==> config.mk <==
export PLATFORM = sky130hd
export DESIGN_NAME = lsu_flat
export DESIGN_NICKNAME = d
export VERILOG_FILES = /design/src/rtl/lsu_if.sv /design/src/rtl/lsu.sv /design/src/flat_wrapper.sv
export SDC_FILE = /design/constraint.sdc
export NUM_CORES = 1
export LEC_CHECK = 0
export CORE_ASPECT_RATIO = 1.25
export CORE_MARGIN = 2
export CORE_UTILIZATION = 25
export CTS_CLUSTER_SIZE = 16
export DETAILED_ROUTE_END_ITERATION = 7
export GPL_TIMING_DRIVEN = 0
export PLACE_DENSITY = 0.52
export SLEW_MARGIN = 20
export SYNTH_ARGS = -nofsm -noshare
export SYNTH_HDL_FRONTEND = slang
export SYNTH_SLANG_ARGS = --single-unit
==> constraint.sdc <==
create_clock -name clk -period 1.8 [get_ports clk]
set_clock_uncertainty 0.15 [all_clocks]
set_input_delay 0.27 -clock clk [delete_from_list [all_inputs] [get_ports clk]]
set_output_delay 0.27 -clock clk [all_outputs]
set_load 0.005 [all_outputs]
==> src/rtl/lsu_if.sv <==
// Pipeline-side request/response and memory-side bus of the load/store unit.
// Handshake: a request transfers on a rising edge where req_valid && req_ready; memory grants when mem_req && mem_gnt.
interface lsu_if;
  logic        req_valid;
  logic        req_ready;
  logic        req_we;
  logic [2:0]  req_funct3;
  logic [31:0] req_addr;
  logic [31:0] req_wdata;
  logic        stall;
  logic        rsp_valid;
  logic [31:0] rsp_rdata;
  logic        rsp_err;
  logic        mem_req;
  logic        mem_we;
  logic [31:0] mem_addr;
  logic [3:0]  mem_be;
  logic [31:0] mem_wdata;
  logic        mem_gnt;
  logic        mem_rvalid;
  logic [31:0] mem_rdata;

  modport slave (
    input  req_valid, req_we, req_funct3, req_addr, req_wdata, mem_gnt, mem_rvalid, mem_rdata,
    output req_ready, stall, rsp_valid, rsp_rdata, rsp_err, mem_req, mem_we, mem_addr, mem_be,
           mem_wdata
  );

  modport master (
    output req_valid, req_we, req_funct3, req_addr, req_wdata, mem_gnt, mem_rvalid, mem_rdata,
    input  req_ready, stall, rsp_valid, rsp_rdata, rsp_err, mem_req, mem_we, mem_addr, mem_be,
           mem_wdata
  );
endinterface

==> src/rtl/lsu.sv <==
// RV32I load/store unit with one outstanding access and a grant/read-valid timeout.
// Optional macro LSU_MISALIGN_CHECK_EN rejects misaligned halfword/word accesses without a memory access.
module lsu #(
  parameter int unsigned TIMEOUT = 255
) (
  input  logic       clk,
  input  logic       rst_n,
  lsu_if.slave       bus,
  output logic [1:0] dbg_state
);
  typedef enum logic [1:0] {IDLE = 2'd0, REQ = 2'd1, RSP = 2'd2, DONE = 2'd3} state_t;
  localparam logic [7:0] LAST = 8'(TIMEOUT - 1);

  state_t      state, state_nx;
  logic        we_q;
  logic [2:0]  funct3_q;
  logic [31:0] addr_q, wdata_q, rdata_q;
  logic        err_q;
  logic [7:0]  cnt;
  logic        illegal, misalign, expired;
  logic [7:0]  byte_sel;
  logic [15:0] half_sel;
  logic [31:0] load_data, store_data;
  logic [3:0]  be;

  always_comb begin
    if (bus.req_we) illegal = bus.req_funct3 > 3'd2;
    else            illegal = (bus.req_funct3 == 3'd3) || (bus.req_funct3 >= 3'd6);
  end

`ifdef LSU_MISALIGN_CHECK_EN
  always_comb begin
    case (bus.req_funct3[1:0])
      2'b01:   misalign = bus.req_addr[0];
      2'b10:   misalign = bus.req_addr[1:0] != 2'b00;
      default: misalign = 1'b0;
    endcase
  end
`else
  assign misalign = 1'b0;
`endif

  // The last waiting cycle still honours a grant/rvalid; the abort happens only without one.
  assign expired = cnt == LAST;

  always_ff @(posedge clk) begin
    if (!rst_n) state <= IDLE;
    else        state <= state_nx;
  end

  always_comb begin
    state_nx = state;
    case (state)
      IDLE: if (bus.req_valid) state_nx = (illegal || misalign) ? DONE : REQ;
      REQ:  if (bus.mem_gnt) state_nx = we_q ? DONE : RSP;
            else if (expired) state_nx = DONE;
      RSP:  if (bus.mem_rvalid || expired) state_nx = DONE;
      DONE: state_nx = IDLE;
      default: state_nx = IDLE;
    endcase
  end

  always_ff @(posedge clk) begin
    if (!rst_n) begin
      we_q     <= 1'b0;
      funct3_q <= 3'd0;
      addr_q   <= 32'd0;
      wdata_q  <= 32'd0;
      rdata_q  <= 32'd0;
      err_q    <= 1'b0;
      cnt      <= 8'd0;
    end else begin
      case (state)
        IDLE: if (bus.req_valid) begin
          we_q     <= bus.req_we;
          funct3_q <= bus.req_funct3;
          addr_q   <= bus.req_addr;
          wdata_q  <= bus.req_wdata;
          rdata_q  <= 32'd0;
          err_q    <= illegal || misalign;
          cnt      <= 8'd0;
        end
        REQ: begin
          if (bus.mem_gnt)  cnt   <= 8'd0;
          else if (expired) err_q <= 1'b1;
          else              cnt   <= cnt + 8'd1;
        end
        RSP: begin
          if (bus.mem_rvalid) rdata_q <= load_data;
          else if (expired)   err_q   <= 1'b1;
          else                cnt     <= cnt + 8'd1;
        end
        default: ;
      endcase
    end
  end

  assign byte_sel = bus.mem_rdata[{addr_q[1:0], 3'b000} +: 8];
  assign half_sel = addr_q[1] ? bus.mem_rdata[31:16] : bus.mem_rdata[15:0];

  always_comb begin
    case (funct3_q)
      3'd0:    load_data = {{24{byte_sel[7]}}, byte_sel};
      3'd1:    load_data = {{16{half_sel[15]}}, half_sel};
      3'd4:    load_data = {24'd0, byte_sel};
      3'd5:    load_data = {16'd0, half_sel};
      default: load_data = bus.mem_rdata;
    endcase
  end

  always_comb begin
    case (funct3_q[1:0])
      2'b00: begin
        store_data = {4{wdata_q[7:0]}};
        be         = 4'b0001 << addr_q[1:0];
      end
      2'b01: begin
        store_data = {2{wdata_q[15:0]}};
        be         = addr_q[1] ? 4'b1100 : 4'b0011;
      end
      default: begin
        store_data = wdata_q;
        be         = 4'b1111;
      end
    endcase
    if (!we_q) be = 4'b1111;
  end

  // Memory-side fields are zero outside REQ so the bus is quiet between accesses.
  always_comb begin
    bus.req_ready = state == IDLE;
    bus.stall     = bus.req_valid && (state != IDLE);
    bus.mem_req   = state == REQ;
    bus.mem_we    = (state == REQ) && we_q;
    bus.mem_addr  = (state == REQ) ? {addr_q[31:2], 2'b00} : 32'd0;
    bus.mem_be    = (state == REQ) ? be : 4'd0;
    bus.mem_wdata = (state == REQ) ? store_data : 32'd0;
    bus.rsp_valid = state == DONE;
    bus.rsp_err   = (state == DONE) && err_q;
    bus.rsp_rdata = (state == DONE) ? rdata_q : 32'd0;
    dbg_state     = state;
  end
endmodule

==> src/flat_wrapper.sv <==
// flat-port wrapper written by rule: the top's interface ports become plain ports
module lsu_flat 
#(
  parameter int unsigned TIMEOUT = 255
)
  (clk, rst_n, dbg_state, bus_req_valid, bus_req_we, bus_req_funct3, bus_req_addr, bus_req_wdata, bus_mem_gnt, bus_mem_rvalid, bus_mem_rdata, bus_req_ready, bus_stall, bus_rsp_valid, bus_rsp_rdata, bus_rsp_err, bus_mem_req, bus_mem_we, bus_mem_addr, bus_mem_be, bus_mem_wdata);
  lsu_if bus_i ();
  input  logic clk;
  input  logic rst_n;
  output logic [1:0] dbg_state;
  input wire logic [$bits(bus_i.req_valid)-1:0] bus_req_valid;
  input wire logic [$bits(bus_i.req_we)-1:0] bus_req_we;
  input wire logic [$bits(bus_i.req_funct3)-1:0] bus_req_funct3;
  input wire logic [$bits(bus_i.req_addr)-1:0] bus_req_addr;
  input wire logic [$bits(bus_i.req_wdata)-1:0] bus_req_wdata;
  input wire logic [$bits(bus_i.mem_gnt)-1:0] bus_mem_gnt;
  input wire logic [$bits(bus_i.mem_rvalid)-1:0] bus_mem_rvalid;
  input wire logic [$bits(bus_i.mem_rdata)-1:0] bus_mem_rdata;
  output wire logic [$bits(bus_i.req_ready)-1:0] bus_req_ready;
  output wire logic [$bits(bus_i.stall)-1:0] bus_stall;
  output wire logic [$bits(bus_i.rsp_valid)-1:0] bus_rsp_valid;
  output wire logic [$bits(bus_i.rsp_rdata)-1:0] bus_rsp_rdata;
  output wire logic [$bits(bus_i.rsp_err)-1:0] bus_rsp_err;
  output wire logic [$bits(bus_i.mem_req)-1:0] bus_mem_req;
  output wire logic [$bits(bus_i.mem_we)-1:0] bus_mem_we;
  output wire logic [$bits(bus_i.mem_addr)-1:0] bus_mem_addr;
  output wire logic [$bits(bus_i.mem_be)-1:0] bus_mem_be;
  output wire logic [$bits(bus_i.mem_wdata)-1:0] bus_mem_wdata;
  assign bus_i.req_valid = bus_req_valid;
  assign bus_i.req_we = bus_req_we;
  assign bus_i.req_funct3 = bus_req_funct3;
  assign bus_i.req_addr = bus_req_addr;
  assign bus_i.req_wdata = bus_req_wdata;
  assign bus_i.mem_gnt = bus_mem_gnt;
  assign bus_i.mem_rvalid = bus_mem_rvalid;
  assign bus_i.mem_rdata = bus_mem_rdata;
  assign bus_req_ready = bus_i.req_ready;
  assign bus_stall = bus_i.stall;
  assign bus_rsp_valid = bus_i.rsp_valid;
  assign bus_rsp_rdata = bus_i.rsp_rdata;
  assign bus_rsp_err = bus_i.rsp_err;
  assign bus_mem_req = bus_i.mem_req;
  assign bus_mem_we = bus_i.mem_we;
  assign bus_mem_addr = bus_i.mem_addr;
  assign bus_mem_be = bus_i.mem_be;
  assign bus_mem_wdata = bus_i.mem_wdata;
  lsu #(.TIMEOUT(TIMEOUT)) u_core (.clk(clk), .rst_n(rst_n), .bus(bus_i), .dbg_state(dbg_state));
endmodule
Yosys cells after proc, flatten, opt, wreduce, memory -nomap -nowiden
Cells that the tools add are included.
{"block": "op_classes", "add_sub_neg": 1, "multipliers": 0, "div": 0, "order_cmp": 2, "n_eq_ne": 15, "n_shift": 2, "mux": 31, "n_bitwise": 0, "n_reduce_logical": 16}
{"op": "$mux 32", "count": 5}
{"op": "$pmux 32 s2", "count": 2}
{"op": "$pmux 32 s4", "count": 1}
{"op": "$mux 8", "count": 4}
{"op": "$shiftx 32x6->8", "count": 1}
{"op": "$pmux 8 s3", "count": 1}
{"op": "$mux 16", "count": 1}
{"op": "$mux 4", "count": 3}
{"op": "$mux 2", "count": 5}
{"op": "$reduce_and 3->1", "count": 3}
{"op": "$add 8x1->8 const B", "count": 1}
{"op": "$eq 8x8->1 const B", "count": 1}
{"op": "$ne 2x2->1 const B", "count": 4}
{"op": "$pmux 2 s4", "count": 1}
{"op": "$pmux 4 s2", "count": 1}
{"op": "$eq 3x3->1 const B", "count": 2}
{"op": "$mux 1", "count": 6}
{"op": "$eq 2x1->1 const B", "count": 2}
{"op": "$eq 2x2->1 const B", "count": 2}
{"op": "$logic_not 2->1", "count": 2}
{"op": "$reduce_and 4->1", "count": 1}
{"op": "$reduce_bool 2->1", "count": 2}
{"op": "$shl 1x2->4 const A", "count": 1}
{"op": "$eq 3x1->1 const B", "count": 1}
{"op": "other kinds (11)", "count": 14}
{"block": "word_totals", "register_bits": 111, "latch_bits": 0, "mem_bits_rw": 0, "mem_bits_ro": 0, "input_bits": 105, "output_inout_bits": 108, "wordCells": 75, "memories": 0}

Longest topological paths before layout
Gate-level depths: netlist of the first run.
{"block": "logic_depth", "ltp_word": 6, "ltp_mapped": 9, "mapped_depth_nobuf": 6}

Worst setup path before layout of the first run
Ideal clock, no wire load.
{"block": "synth_timing", "path_type": "flip-flop to flip-flop", "from": "reg u_core.state[0] (netlist: u_core.dbg_state[0])", "to": "reg u_core.rdata_q[18]", "setup_time_ns": 0.122, "arrival_time_ns": 1.784, "t_required_ns": 1.528, "setup_slack_ns": -0.256, "path_stages_with_launch": 8, "n_path_buf": 2, "period_less_slack_ns": 2.056, "cell_sequence": "dfxtp_1 -> inv_1 -> ha_1 -> buf_2 -> nor2b_2 -> o31a_1 -> buf_2 -> a221o_1"}
{"block": "synth_between", "elab_chain_len": 3, "word_cells_on_any_way": 7, "classes_between": "eq/ne (3); mux (1); reduce/logical (3)"}
{"element": "start: declaration", "line_no": "lsu.sv:14", "rtl": "state_t state, state_nx;"}
{"element": "start signal: assignment", "line_no": "lsu.sv:48", "rtl": "else state <= state_nx;"}
{"element": "$logic_not 2->1 (*)"}
{"element": "via bus_req_ready", "line_no": "flat_wrapper.sv:19", "rtl": "output wire logic [$bits(bus_i.req_ready)-1:0] bus_req_ready;"}
{"element": "$ne 2x2->1 (no line) or $reduce_bool 2->1 (tied branches)"}
{"element": "$reduce_and 3->1 (no line)"}
{"element": "end signal: assignment", "line_no": "lsu.sv:89", "rtl": "if (bus.mem_rvalid) rdata_q <= load_data;"}
{"element": "end: declaration", "line_no": "lsu.sv:17", "rtl": "logic [31:0] addr_q, wdata_q, rdata_q;"}
The timed path passes the listed nets; every way through them passes the cells marked *.
A chain may end at the register's enable or synchronous reset.

Final worst setup path of the first run
{"block": "layout_timing", "from": "reg u_core.state[1] (netlist: u_core.dbg_state[1])", "to": "out bus_mem_wdata[31]"}
{"block": "layout_between", "elab_chain_len": 2}
{"element": "$eq 2x1->1", "line_no": "lsu.sv:137", "rtl": "bus.mem_wdata = (state == REQ) ? store_data : 32'd0;"}
{"element": "$mux 32", "line_no": "lsu.sv:137"}
{"element": "end: declaration", "line_no": "flat_wrapper.sv:28", "rtl": "output wire logic [$bits(bus_i.mem_wdata)-1:0] bus_mem_wdata;"}
No other way between the ends.

==> key figures, run 1 <==
Outcome
  – Status: finished with violations
  – Failing checks: negative setup slack

STA
  – Final hold violations: 0
  – Unrepaired setup endpoints after global routing: true
  – Post-route minimum period: around 2200 ps
  – Slew Viols, Final: 0
  – Final setup violation count: just under 200
  – Maximum clock rate: 463 MHz
  – Final worst slack: -358 ps
  – Final period util: 120%

Route
  – Routed vias: a little over 6,000
  – Drt pass-1 iters: 4
  – WL/cell: 18.0 µm
  – DRT iter0 DRCs: around 220
  – Routed Antenna Nets: 0
  – DRC Markers: 0
  – Drt via density: roughly 4.7
  – DRT Wirelength: roughly 24,000 µm

Global routing
  – Largest net degree at the start of global routing: 20
  – Total Routing Usage GR: 18.9%
  – Vias in the first global route: around 6,200
  – Initial antenna violation count: 0
  – First-pass GRT wire length: 35,100 µm
  – Overflow after GRT: 0

Logic synthesis
  – Cell Area, Synth: 0.00564 mm²
  – Ys flop type: dfxtp_1
  – Count leader, synth: nand2_1
  – Share of the synthesized area in the top cell type: about two fifths
  – Yosys cell types: a little under 60
  – Sequential-to-total area share from yosys stat: 39.4%
  – Flops & latches, synth: roughly 110
  – Top cells by area, synth: dfxtp_1 (39%), nand2_1 (12%), and2_1 (8.3%)
  – Syn avg cell area: a little under 8 µm²
  – Synth top cells by count: nand2_1 (182), dfxtp_1 (111), and2_1 (75)
  – Post-synth EDFFs: 0
  – Synth area leader: dfxtp_1
  – Asr flop ratio synth: 0%
  – Mapped Cells: between 700 and 800
  – Warnings, synthesis: 0

Floorplanning
  – Die area: 0.0238 mm²
  – Row count: 61
  – Core box area: about 0.022 mm²
  – Die Y: 172 µm
  – Chip width: ~140 µm
  – Initial Util: ~25%
  – # IOs: 213

Clocking
  – Reg clk slew, reported paths: roughly 80 ps
  – CTS Buf Count: 9
  – CTS sink cnt: 111
  – CTS max path bufs: 2
  – Clock latency on the worst-skew pair: about 360 ps
  – H-Tree Depth: 3
  – CTS tree: done
  – Clk root buf: clkbuf_16

Worst setup path
  – Req. time, crit path: 1380 ps
  – Crit path from: u_core.dbg_state[1]
  – FF-to-FF Start: u_core.dbg_state[0]
  – Slowest-stage cell, CP: dfxtp_4
  – Worst setup endpoint: bus_mem_wdata[31]
  – Critical path fanouts, max: 5
  – Cell breakdown of the critical path: inv_4 > ha_4 > buf_12 > clkbuf_16 > buf_8 > clkbuf_16 > o211a_1 > buf_6
  – CP arrival: around 1700 ps
  – Worst path max stage delay: about 370 ps
  – CP most frequent cell: clkbuf_16
  – CP endpoint kind: output pin
  – Setup CP Type: reg2out
  – Crit start category: flip-flop
  – Cells on worst reg2reg path: 8
  – Reg2reg setup slack: -270 ps
  – Worst reg2reg path endpoint: u_core.rdata_q[31]

Power
  – Pwr/cell area: 1130 mW/mm²
  – Worst vdd ir: 0.653 mV
  – Cell leakage power: 0.00453 µW

Final layout
  – Nets@finish: 1,144
  – FILL cells: 2,160
  – Final Cell Area: 0.0107 mm²
  – P&R area growth vs syn: 89.1%
  – Layout cell share with drive strength beyond 1: 46.3%
  – N_diodes: 0

Hold path
  – Hold crit path type: reg2reg

Placement
  – Port Buffers: 210
  – Worst slack at placement: -1100 ps
  – Routability Congestion: about 0.78
  – HPWL Detailed: 15,700 µm
  – Area post-placement: just over 0.008 mm²

Flow run
  – Max-cap violation count: 0
==> layout make-up <==
| class | instances | area [µm²] | share of cell area (%) |
|---|---|---|---|
| Sequential cell | 111 | 2230 | 20.9 |
| Tap cell | 283 | 354 | 3.32 |
| Inverter | 11 | 58.8 | 0.552 |
| Multi-Input combinational cell | 544 | 4090 | 38.3 |
| Clock buffer | 10 | 239 | 2.24 |
| Buffer | 52 | 616 | 5.78 |
| Clock inverter | 6 | 75.1 | 0.704 |
| Timing Repair Buffer | 304 | 3000 | 28.1 |
==> metal layers <==
layer,global-route usage (%),share of wire [%]
met2,33.7,51
met5,0,0
met1,22.7,42
met4,6.48,2.0
met3,3.99,5.5
==> cell families after synthesis <==
family                   Yosys count  synth area share [%]
multiplexers                      28                  5.44
other                              1                0.0665
AND/OR/NAND/NOR                  337                  29.1
AO/OA/AOI/OAI                    170                  19.5
adder cells (fa/ha/maj)            6                  1.33
flip-flops                       111                  39.4
buffers and inverters             69                  5.19
==> flip-flops by register name, summed over array words and instances, names as in the netlist <==
| register | flops |
|---|---|
| u_core.cnt | 8 |
| u_core.funct3_q | 3 |
| u_core.rdata_q | 32 |
| u_core.we_q | 1 |
| u_core.err_q | 1 |
| u_core.wdata_q | 32 |
| u_core.addr_q | 32 |
| u_core.dbg_state | 2 |
==> through the flow <==
stage / hold WS (ps) / util (%) / cells / total power (µW) / setup TNS, ps
2_1_floorplan: 256 / - / 723 / 5100 / -213
6_report: 301 / 48.0 / 1321 / 12100 / -35270
4_1_cts: 287 / 42.8 / 1300 / 10700 / -39230
5_1_grt: 315 / 48.0 / 1321 / 12700 / -46590
3_5_place_dp: 289 / 36.7 / 1216 / 6640 / -132170
3_3_place_gp: 279 / 36.7 / 1216 / 6630 / -133650
==> worst max-delay path, delay by kind of cell (launching register included) <==
family                     cells  cell delay [ps]
AOI/OAI and AO/OA              1              130
DFF                            1              370
adders and majority gates      1              160
buffers and inverters          6              730
==> worst min path at each step <==
| stage | startpoint | to | slack (ps) | cells past startpoint |
|---|---|---|---|---|
| floorplan | bus_req_addr[10] | u_core.addr_q[10] | 260 | 2 |
| CTS | bus_req_addr[14] | u_core.addr_q[14] | 290 | 3 |
| global placement | u_core.rdata_q[4] | u_core.rdata_q[4] | 280 | 2 |
| detailed placement | u_core.rdata_q[12] | u_core.rdata_q[12] | 290 | 2 |
| finish | u_core.rdata_q[15] | u_core.rdata_q[15] | 300 | 2 |
| global route | bus_req_wdata[16] | u_core.wdata_q[16] | 320 | 3 |
==> placed cells by master (no fill, tap or decap), types with 12 or more instances in the layout <==
| cell | Yosys | routed |
|---|---|---|
| o21ai_0 | 17 | 13 |
| clkbuf_16 | 0 | 21 |
| nand2_2 | 1 | 35 |
| buf_2 | 11 | 56 |
| a21oi_1 | 74 | 25 |
| o21ai_1 | 13 | 12 |
| and2_1 | 75 | 32 |
| nor2_1 | 18 | 16 |
| a21oi_2 | 0 | 48 |
| clkdlybuf4s50_1 | 0 | 104 |
| buf_8 | 0 | 22 |
| nand2_4 | 0 | 35 |
| buf_6 | 1 | 78 |
| and2_4 | 0 | 43 |
| mux2i_1 | 24 | 21 |
| buf_4 | 3 | 40 |
| nor2b_1 | 19 | 13 |
| a221o_1 | 17 | 17 |
| nand2_1 | 182 | 112 |
| dfxtp_1 | 111 | 108 |
==> power by group <==
part | leakage, µW | switching, µW | internal [µW]
clock network | 0.000152 | 1040 | 1140
logic | 0.00347 | 2980 | 3660
registers | 0.000906 | 397 | 2870
==> repair_timing <==
item                                    in CTS  in global routing
endpoints found under the setup margin     213                216
gates resized for setup                    639                274
setup buffers                               60                 17
hold buffers                                 0                  0
pin swaps                                   54                103
cloned                                      10                 10
(Power assumes the default switching activity.)
==> inputs of run 2 (changes only) <==
--- a/config.mk
+++ b/config.mk
@@ -7,11 +7,11 @@
 export LEC_CHECK = 0
 export CORE_ASPECT_RATIO = 1.25
 export CORE_MARGIN = 2
-export CORE_UTILIZATION = 25
+export CORE_UTILIZATION = 48
 export CTS_CLUSTER_SIZE = 16
 export DETAILED_ROUTE_END_ITERATION = 7
 export GPL_TIMING_DRIVEN = 0
-export PLACE_DENSITY = 0.52
+export PLACE_DENSITY = 0.86
 export SLEW_MARGIN = 20
 export SYNTH_ARGS = -nofsm -noshare
 export SYNTH_HDL_FRONTEND = slang
==> constraint.sdc (replaced) <==
create_clock -name clk -period 2.7 [get_ports clk]
set_clock_uncertainty 0.15 [all_clocks]
set_input_delay 0.405 -clock clk [delete_from_list [all_inputs] [get_ports clk]]
set_output_delay 0.405 -clock clk [all_outputs]
set_load 0.005 [all_outputs]
==> key figures, run 2 (same netlist as run 1, synthesis figures left out) <==
Outcome
  – Status: finished clean (was finished with violations)

STA
  – Unrepaired setup endpoints after global routing: false (was true)
  – Slew @ Worst Pin: between 600 and 700 ps
  – Max_slew headroom: a little over half
  – Final period util: between 90% and 100%
  – Maximum clock rate: around 380 MHz
  – Slew Viols, Final: 0 (unchanged)
  – Final worst slack: 89.6 ps (was -358 ps)
  – Final hold violations: 0 (unchanged)
  – Post-route minimum period: 2610 ps
  – Final setup violation count: 0 (was 193)

Route
  – DRC Markers: 0 (unchanged)
  – DRT iter0 DRCs: 235 (was 223)
  – Top sig layer: met4 (unchanged)
  – DRT Wirelength: 17,700 µm (was 23,800 µm)
  – Drt pass-1 iters: 5 (was 4)
  – Routed Antenna Nets: 0 (unchanged)
  – Met2 WL: 8510 µm (was 12,000 µm)
  – Met3 WL: 1390 µm (was 1300 µm)
  – Met1 wire length: 7150 µm (was 9950 µm)
  – WL/cell: 16.3 µm (was 18.0 µm)
  – Routed vias: 5,823 (was 6,220)
  – Drt via density: 5.37 (was 4.71)

Global routing
  – Initial antenna violation count: 0 (unchanged)
  – Overflow after GRT: 0 (unchanged)
  – First-pass GRT wire length: 27,600 µm (was 35,100 µm)
  – Total Routing Usage GR: 27.4% (was 18.9%)
  – Largest net degree at the start of global routing: 16 (was 20)
  – Vias in the first global route: 5,523 (was 6,198)

Floorplanning
  – Die area: 0.0126 mm² (was 0.0238 mm²)
  – Initial Util: 48.8% (was 25.4%)
  – Chip width: 101 µm (was 138 µm)
  – Row count: 44 (was 61)
  – # IOs: 213 (unchanged)
  – Die Y: 125 µm (was 172 µm)
  – Core box area: 0.0116 mm² (was 0.0222 mm²)

Clocking
  – H-Tree Depth: 3 (unchanged)
  – CTS sink cnt: 111 (unchanged)
  – CTS max path bufs: 2 (unchanged)
  – Reg clk slew, reported paths: 70 ps (was 80 ps)
  – Clk root buf: clkbuf_16 (unchanged)
  – CTS tree: done (unchanged)
  – CTS Buf Count: 9 (unchanged)
  – Clock latency on the worst-skew pair: 350 ps (was 360 ps)
  – CTS Hold Buffers Added: 0 (unchanged)

Final layout
  – P&R area growth vs syn: 46.6% (was 89.1%)
  – Area of the multi-input gates: 0.00316 mm² (was 0.00409 mm²)
  – Top flop regs: u_core.addr_q: 32 flops, u_core.rdata_q: 32 flops, u_core.wdata_q: 32 flops (unchanged)
  – Layout cell share with drive strength beyond 1: 7.60% (was 46.3%)
  – Reg area: 0.00222 mm² (was 0.00223 mm²)
  – Commonest cells after routing, fill and taps aside: clkdlybuf4s50_1 (210), nand2_1 (182), dfxtp_1 (109), and2_1 (75), a21oi_1 (74) (was nand2_1 (112), dfxtp_1 (108), clkdlybuf4s50_1 (104), buf_6 (78), buf_2 (56))
  – Commonest non-fill, non-tap cell in the layout: clkdlybuf4s50_1 (was nand2_1)
  – FILL cells: 947 (was 2,160)
  – Nets@finish: 1,057 (was 1,144)
  – N_diodes: 0 (unchanged)
  – Final Util: 71.5% (was 48.0%)

Worst setup path
  – Crit start category: flip-flop (unchanged)
  – CP arrival: 2060 ps (was 1740 ps)
  – Critical path fanouts, max: 10 (was 5)
  – Setup CP Type: reg2out (unchanged)
  – Req. time, crit path: 2140 ps (was 1380 ps)
  – CP endpoint kind: output pin (unchanged)

Power
  – Cell leakage power: 0.00312 µW (was 0.00453 µW)
  – Pwr/cell area: 669 mW/mm² (was 1130 mW/mm²)
  – Worst vdd ir: 0.389 mV (was 0.653 mV)

Placement
  – HPWL Detailed: 13,200 µm (was 15,700 µm)
  – Port Buffers: 210 (unchanged)
  – Worst slack at placement: -305 ps (was -1100 ps)
  – Routability Congestion: 0.869 (was 0.777)

Flow run
  – Max-cap violation count: 0 (unchanged)

Hold path
  – Hold crit path type: reg2reg (unchanged)
-- run 2: area by class of cell --
| type | instances | area share [%] |
|---|---|---|
| Timing Repair Buffer | 213 | 25.7 |
| Clock inverter | 2 | 0.151 |
| Sequential cell | 111 | 26.9 |
| Buffer | 57 | 3.63 |
| Tap cell | 138 | 2.09 |
| Clock buffer | 10 | 2.77 |
| Multi-Input combinational cell | 543 | 38.2 |
| Inverter | 11 | 0.500 |
-- run 2: path summary, 6_finish.rpt --
| path | from | end | cells after the start | slack, ps |
|---|---|---|---|---|
| hold reg to reg | u_core.rdata_q[5] | u_core.rdata_q[5] | 2 | 300 |
| hold / removal | u_core.rdata_q[5] | u_core.rdata_q[5] | 2 | 300 |
| setup reg to reg | u_core.dbg_state[0] | u_core.rdata_q[25] | 7 | 320 |
| setup / recovery | u_core.addr_q[0] | bus_mem_be[3] | 4 | 90 |
-- run 2: what timing repair did --
item,4_1_cts,5_1_grt
endpoints found under the hold margin,0,0
buffers inserted,0,3
pin swaps,1,1
endpoints found under the setup margin,97,60
gates resized for setup,29,11
-- run 2: per-layer routing --
layer,track usage (%),up-vias
met3,5.76,38
met1,32.6,2642
met2,46.5,254
li1,-,2889
met5,0,-
met4,13.1,0
-- run 2: report_power, final --
part / leakage [µW] / switching (µW) / internal, µW / total [µW]
Sequential: 0.000905 / 187 / 1910 / 2090
Clock: 0.000116 / 575 / 605 / 1180
Combinational: 0.00209 / 1240 / 1020 / 2260
-- run 2: worst max-delay path, stage by stage (launching register included) --
cell,delay [ps]
dfxtp_1,430
clkbuf_1,380
o21ai_0,130
a21boi_0,190
clkdlybuf4s50_1,580
-- run 2: through the flow --
stage / hold slack [ps] / instance area (µm²) / instances / power [µW] / setup TNS [ps]
2_1_floorplan: 267 / 5640 / 723 / 3340 / 0
3_3_place_gp: 277 / 7920 / 1071 / 4220 / -3640
3_5_place_dp: 286 / 7920 / 1071 / 4260 / -4420
4_1_cts: 300 / 8230 / 1082 / 5500 / 0
5_1_grt: 316 / 8270 / 1085 / 5860 / 0
6_report: 297 / 8270 / 1085 / 5530 / 0
